**src/rtl/int_ctrl_pkg.sv**
```systemverilog
// Shared definitions for the machine-mode interrupt controller:
// mip bit positions, mcause codes and controller FSM states.
package int_ctrl_pkg;

   localparam int MIP_MSIP = 3;
   localparam int MIP_MTIP = 7;
   localparam int MIP_MEIP = 11;

   localparam int         CAUSE_MSB = 31;
   localparam logic [4:0] CODE_MSI  = 5'd3;
   localparam logic [4:0] CODE_MTI  = 5'd7;
   localparam logic [4:0] CODE_MEI  = 5'd11;

   typedef enum logic [1:0] {
      IC_IDLE   = 2'd0,
      IC_REQ    = 2'd1,
      IC_ACTIVE = 2'd2
   } ic_state_e;

   function automatic logic [31:0] make_cause(input logic [4:0] code);
      logic [31:0] v;
      v            = {27'd0, code};
      v[CAUSE_MSB] = 1'b1;
      return v;
   endfunction

endpackage

```
**src/rtl/int_ctrl_sync.sv**
```systemverilog
// Two-flop synchroniser for one asynchronous interrupt line; with EDGE set,
// the output is a one-cycle pulse on each synchronised rising edge.
module irq_sync #(
   parameter bit EDGE = 1'b0
) (
   input  logic clk,
   input  logic reset,
   input  logic i_async,
   output logic o_out
);

   logic r_meta;
   logic r_sync;

   always_ff @(posedge clk or negedge reset) begin
      if (!reset) begin
         r_meta <= 1'b0;
         r_sync <= 1'b0;
      end else begin
         r_meta <= i_async;
         r_sync <= r_meta;
      end
   end

   generate
      if (EDGE) begin : g_edge
         logic r_prev;
         always_ff @(posedge clk or negedge reset) begin
            if (!reset) r_prev <= 1'b0;
            else        r_prev <= r_sync;
         end
         assign o_out = r_sync & ~r_prev;
      end else begin : g_level
         assign o_out = r_sync;
      end
   endgenerate

endmodule

```
**src/rtl/int_ctrl.sv**
```systemverilog
// Machine-mode interrupt controller: synchronises interrupt lines, latches
// external edges, drives mip, and sequences entry/exit with the pipeline.
module int_ctrl
   import int_ctrl_pkg::*;
#(
   parameter int NUM_EXT = 4,
   parameter int ID_W    = (NUM_EXT > 1) ? $clog2(NUM_EXT) : 1
) (
   input  logic               clk,
   input  logic               reset,
   input  logic [NUM_EXT-1:0] ext_irq,
   input  logic               timer_irq,
   input  logic               soft_irq,
   input  logic [NUM_EXT-1:0] ext_enable,
   input  logic               ext_claim,
   input  logic [ID_W-1:0]    ext_claim_id,
   input  logic [31:0]        mie,
   input  logic               global_int_enable,
   input  logic               int_ack,
   input  logic               mret_taken,
   output logic [31:0]        mip_out,
   output logic               int_req,
   output logic [31:0]        int_cause,
   output logic [ID_W-1:0]    ext_id,
   output logic               busy
);

   logic [NUM_EXT-1:0] w_ext_rise;
   logic               w_timer_lvl;
   logic               w_soft_lvl;
   logic [NUM_EXT-1:0] r_pending;
   logic [NUM_EXT-1:0] w_pend_en;
   logic [31:0]        w_mip;
   logic [31:0]        w_eligible;
   logic [4:0]         w_sel_code;
   logic [ID_W-1:0]    w_low_id;

   ic_state_e          r_state;
   logic               r_int_req;
   logic [31:0]        r_cause;
   logic [ID_W-1:0]    r_ext_id;
   logic               r_busy;

   irq_sync #(.EDGE(1'b0)) u_timer_sync (
      .clk(clk), .reset(reset), .i_async(timer_irq), .o_out(w_timer_lvl)
   );
   irq_sync #(.EDGE(1'b0)) u_soft_sync (
      .clk(clk), .reset(reset), .i_async(soft_irq), .o_out(w_soft_lvl)
   );

   generate
      for (genvar g = 0; g < NUM_EXT; g++) begin : g_ext
         irq_sync #(.EDGE(1'b1)) u_ext_sync (
            .clk(clk), .reset(reset), .i_async(ext_irq[g]), .o_out(w_ext_rise[g])
         );
      end
   endgenerate

   // A fresh edge on the claimed source re-arms it rather than being lost.
   always_ff @(posedge clk or negedge reset) begin
      if (!reset) begin
         r_pending <= '0;
      end else begin
         for (int i = 0; i < NUM_EXT; i++) begin
            if (w_ext_rise[i])
               r_pending[i] <= 1'b1;
            else if (ext_claim && (ext_claim_id == ID_W'(i)))
               r_pending[i] <= 1'b0;
         end
      end
   end

   assign w_pend_en = r_pending & ext_enable;

   always_comb begin
      w_mip           = '0;
      w_mip[MIP_MSIP] = w_soft_lvl;
      w_mip[MIP_MTIP] = w_timer_lvl;
      w_mip[MIP_MEIP] = |w_pend_en;
   end

   assign mip_out    = w_mip;
   assign w_eligible = w_mip & mie & {32{global_int_enable}};

   always_comb begin
      w_sel_code = CODE_MTI;
      if (w_eligible[MIP_MEIP])      w_sel_code = CODE_MEI;
      else if (w_eligible[MIP_MSIP]) w_sel_code = CODE_MSI;
   end

   always_comb begin
      w_low_id = '0;
      for (int i = NUM_EXT - 1; i >= 0; i--)
         if (w_pend_en[i]) w_low_id = ID_W'(i);
   end

   // In REQ the frozen cause is re-checked against live eligibility so a
   // vanished source withdraws the request; ack takes precedence.
   always_ff @(posedge clk or negedge reset) begin
      if (!reset) begin
         r_state   <= IC_IDLE;
         r_int_req <= 1'b0;
         r_cause   <= '0;
         r_ext_id  <= '0;
         r_busy    <= 1'b0;
      end else begin
         case (r_state)
            IC_IDLE: begin
               if (|w_eligible) begin
                  r_state   <= IC_REQ;
                  r_int_req <= 1'b1;
                  r_cause   <= make_cause(w_sel_code);
               end
            end
            IC_REQ: begin
               if (int_ack) begin
                  r_state   <= IC_ACTIVE;
                  r_int_req <= 1'b0;
                  r_busy    <= 1'b1;
                  r_ext_id  <= w_low_id;
               end else if (!w_eligible[r_cause[4:0]]) begin
                  r_state   <= IC_IDLE;
                  r_int_req <= 1'b0;
               end
            end
            IC_ACTIVE: begin
               if (mret_taken) begin
                  r_state <= IC_IDLE;
                  r_busy  <= 1'b0;
               end
            end
            default: begin
               r_state   <= IC_IDLE;
               r_int_req <= 1'b0;
               r_busy    <= 1'b0;
            end
         endcase
      end
   end

   assign int_req   = r_int_req;
   assign int_cause = r_cause;
   assign ext_id    = r_ext_id;
   assign busy      = r_busy;

endmodule
```
**config.mk**
```make
export PLATFORM = sky130hd
export DESIGN_NAME = int_ctrl
export DESIGN_NICKNAME = d
export VERILOG_FILES = /design/src/rtl/int_ctrl_pkg.sv /design/src/rtl/int_ctrl_sync.sv /design/src/rtl/int_ctrl.sv
export SDC_FILE = /design/constraint.sdc
export NUM_CORES = 1
export LEC_CHECK = 0
export ABC_AREA = 1
export CAP_MARGIN = 20
export CORE_MARGIN = 5
export CORE_UTILIZATION = 36
export DETAILED_ROUTE_END_ITERATION = 8
export PLACE_DENSITY = 0.86
export SYNTH_ARGS = -nofsm -noshare
export SYNTH_HDL_FRONTEND = slang
export SYNTH_SLANG_ARGS = --single-unit
export TNS_END_PERCENT = 10
```
**constraint.sdc**
```tcl
create_clock -name clk -period 2.3 [get_ports clk]
set_input_delay 0.575 -clock clk [delete_from_list [all_inputs] [get_ports clk]]
set_output_delay 0.575 -clock clk [all_outputs]
set_load 0.03 [all_outputs]
```
==> results of run 1 <==
-- layout make-up --
cell class	count	area, um2
Fill cell	398	2310
Inverter	14	52.55
Clock buffer	5	68.82
Tap cell	50	62.56
Clock inverter	3	17.52
Timing Repair Buffer	33	325.3
Sequential cell	29	725.7
Multi-Input combinational cell	117	495.5
-- routing by layer --
metal	part of all wire	track usage	wire, um	up-vias
li1	-	-	-	464
met1	0.34	0.09832	892	447
met2	0.52	0.1615	1378	48
met3	0.12	0.05340	330	6
met4	0.018	0.05336	48	0
met5	0	0	0	-
-- cells in the final DEF, fill, tap and decap left out --
master           instances
nor2_2                   1
nand2_1                 27
nand2_2                  4
o21ai_2                  1
dfrtp_1                 29
nand4_1                  1
conb_1                  56
clkinv_2                 2
nor2_1                   2
clkbuf_8                 5
a21oi_2                  1
a21oi_1                  3
nand3_1                 11
inv_1                   14
or2_2                    1
o21ai_0                  8
clkdlybuf4s50_1         31
clkinvlp_4               1
buf_4                    2
o21ai_1                  1
-- state kept, by name, summed over array words and instances, names as in the netlist --
signal / count
g_ext.u_ext_sync.g_edge.r_prev: 4
g_ext.u_ext_sync.r_meta: 4
g_ext.u_ext_sync.r_sync: 4
r_pending: 4
int_cause: 3
ext_id: 2
r_state: 2
busy: 1
int_req: 1
u_soft_sync.o_out: 1
u_soft_sync.r_meta: 1
u_timer_sync.o_out: 1
u_timer_sync.r_meta: 1
-- power by group through the flow --
stage	clock network, mW	logic, mW	registers [mW]
final	0.402	0.572	0.653
after detailed placement	0	0.576	0.664
after global routing	0.440	0.633	0.667
after floorplan	0	0.354	0.756
after CTS	0.416	0.578	0.654
after global placement	0	0.565	0.658
-- per-stage QoR --
| step | util | hold slack, ps |
|---|---|---|
| final | 0.4308 | 346.8 |
| after floorplan | - | 279.4 |
| after detailed placement | 0.4095 | 334.7 |
| after global routing | 0.4308 | 353.6 |
| after CTS | 0.4308 | 349.1 |
| after global placement | 0.4095 | 331.6 |
-- cells by family after synthesis --
kind of cell / after synthesis / synth area share
buffers and inverters: 74 / 0.3314
and+or+nand+nor: 47 / 0.1369
DFF: 29 / 0.4782
AOI/OAI and AO/OA: 14 / 0.05111
other: 1 / 0.002471
-- worst paths after layout --
check,depth (start not counted),to,start
worst max register to register,9,int_req,r_pending[2]
min in group asynchronous,2,g_ext[2].u_ext_sync.g_edge.r_prev,reset
worst max-delay path,4,mip_out[11],ext_enable[2]
worst min register to register,0,g_ext[1].u_ext_sync.r_sync,g_ext[1].u_ext_sync.r_meta
max in group asynchronous,2,int_cause[1],reset
worst min-delay path,0,g_ext[1].u_ext_sync.r_sync,g_ext[1].u_ext_sync.r_meta
==> results.md, run 1 <==
- Status: finished clean
- Fraction of layout cells with a size suffix above 1: 0.08955
- Worst slack, placed: around 250 ps
- Initial Util: 0.3740
- R2R Setup Slk: 1100 ps
- Clock power share: 0.247
- Cells after Synth: 165
- RSZ-0062 raised after global routing: false
- Post-synth cell types: 16
- CORE AREA: 4058 um2
- Dpl cell area: 1662 um2
- Post-synth EDFFs: 0
- Peak VDD IR: 0.5027 mV
- Routed Antenna Nets: 0
- Synth Register Bits: 29
- RePlAce Congestion: between 0.7 and 0.8
- CTS max path bufs: 2
- Pwr Total: 1.627 mW
- Clk sinks: 29
- Synth top area cells: dfrtp_1 48%, buf_4 30%, nand2_1 6.7%, nand3_1 3.6%, inv_1 3.5%
- Part of the power in registers: 0.401
- Largest stage delay on the critical path: 430 ps
- Post-route cell area: approximately 1700 um2
- Family with the most delay on the worst path: buffers and inverters
- Crit-path cells: clkdlybuf4s50_1 -> nand2_1 -> nand4_1 -> buf_4
- Die Area: 5615 um2
- DP Cell Count: 243
- Via density per instance: 3.845
- Final setup viols: 0
- Most common cell in the netlist: buf_4
- Ys Warns: 0
- Worst-path clk slew: 60 ps
- Initial antenna violation count: 0
- Post-Layout Cell Count: 251
- Resized cells post-CTS: 0
- Total gr overflow: 0
- Port Buffers: 32
- Total Routing Usage GR: 0.09785
- Setup bufs post-CTS: 0
- Worst Skew: 3.429 ps
- Crit start category: input port
- Die Span Y: 74.93 um
- Bufs and invs on worst path: 2
- Detailed Routing Iterations Pass 1: 4
- Final worst path period share: 0.9091
- Root Buffer: clkbuf_8
- Via Count: 965
- Leakage power: between 0.9 and 1 nW
- Setup slack after layout: around 210 ps
- Cts bufs inserted: 5
- DR WL/cell: around 11 um
- Max Transition Viols Final: 0
- Synth-to-Final Area Change: 15.17%
- Residual DRC count: 0
- Hold Violations, Final: 0
- Vias in the first global route: 903
- MaxCap Viol Count: 0
- CTS tree: built
- Final wirelength: 2650 um
- Slowest stage cell, crit path: clkdlybuf4s50_1
- Sequential area share after synthesis: 0.4782
- Clk_lat worst skew: 280 ps
- FP Rows: 23
- Asr flop ratio synth: 1.000
- Antenna cells: 0
- # IOs: 118
- Setup total negative slack: 0 ps
- Hold Buf Count CTS: 0
- Post-synth top area share: 0.4782
- Max H-tree Level: 2
- Crit-path max FO: 3
- Primary FF master, synth: dfrtp_1
- First-pass GRT wire length: 3919 um
- Power share of the combinational group: 0.352
- Synth area leader: dfrtp_1
- Initial DRC Count: 13
- Die Span X: 74.93 um
- Switching Share: 0.3902
- CP Class: in -> out
- Cell Area, Synth: ~1500 um2
- Internal: 0.9919 mW
- Worst Setup End Kind: output pin
- List of most frequent post-synthesis cells: 60 x buf_4, 29 x dfrtp_1, 27 x nand2_1
- Highest clock rate: 0.4782 GHz
- Avg Cell Area, Syn: 9.198 um2
- P_sw: 0.6348 mW
- Worst path arrival time: 1520 ps
- Final min period: 2091 ps
- Post-layout nets: 250
- DP Wirelength: about 2200 um
- PD cells: around 930 nW/um2
- Largest net degree at the start of global routing: 30
- Path category of the worst min-delay check: reg -> reg
- Critical Path RT: 1730 ps
(Power assumes the default switching activity.)
==> run 2, diff against run 1 <==
--- a/config.mk
+++ b/config.mk
@@ -10,8 +10,9 @@
 export CORE_MARGIN = 5
 export CORE_UTILIZATION = 36
 export DETAILED_ROUTE_END_ITERATION = 8
+export HOLD_SLACK_MARGIN = 0.06
 export PLACE_DENSITY = 0.86
 export SYNTH_ARGS = -nofsm -noshare
 export SYNTH_HDL_FRONTEND = slang
 export SYNTH_SLANG_ARGS = --single-unit
-export TNS_END_PERCENT = 10
+export TNS_END_PERCENT = 5
==> results of run 2 <==
No change in the layout: final DEF, timing and power equal those of run 1.
==> run 3, diff against run 2 <==
--- a/config.mk
+++ b/config.mk
@@ -6,6 +6,7 @@
 export NUM_CORES = 1
 export LEC_CHECK = 0
 export ABC_AREA = 1
+export ABC_CLOCK_PERIOD_IN_PS = 2300
 export CAP_MARGIN = 20
 export CORE_MARGIN = 5
 export CORE_UTILIZATION = 36
==> results of run 3 <==
No change in the layout: final DEF, timing and power equal those of run 1.
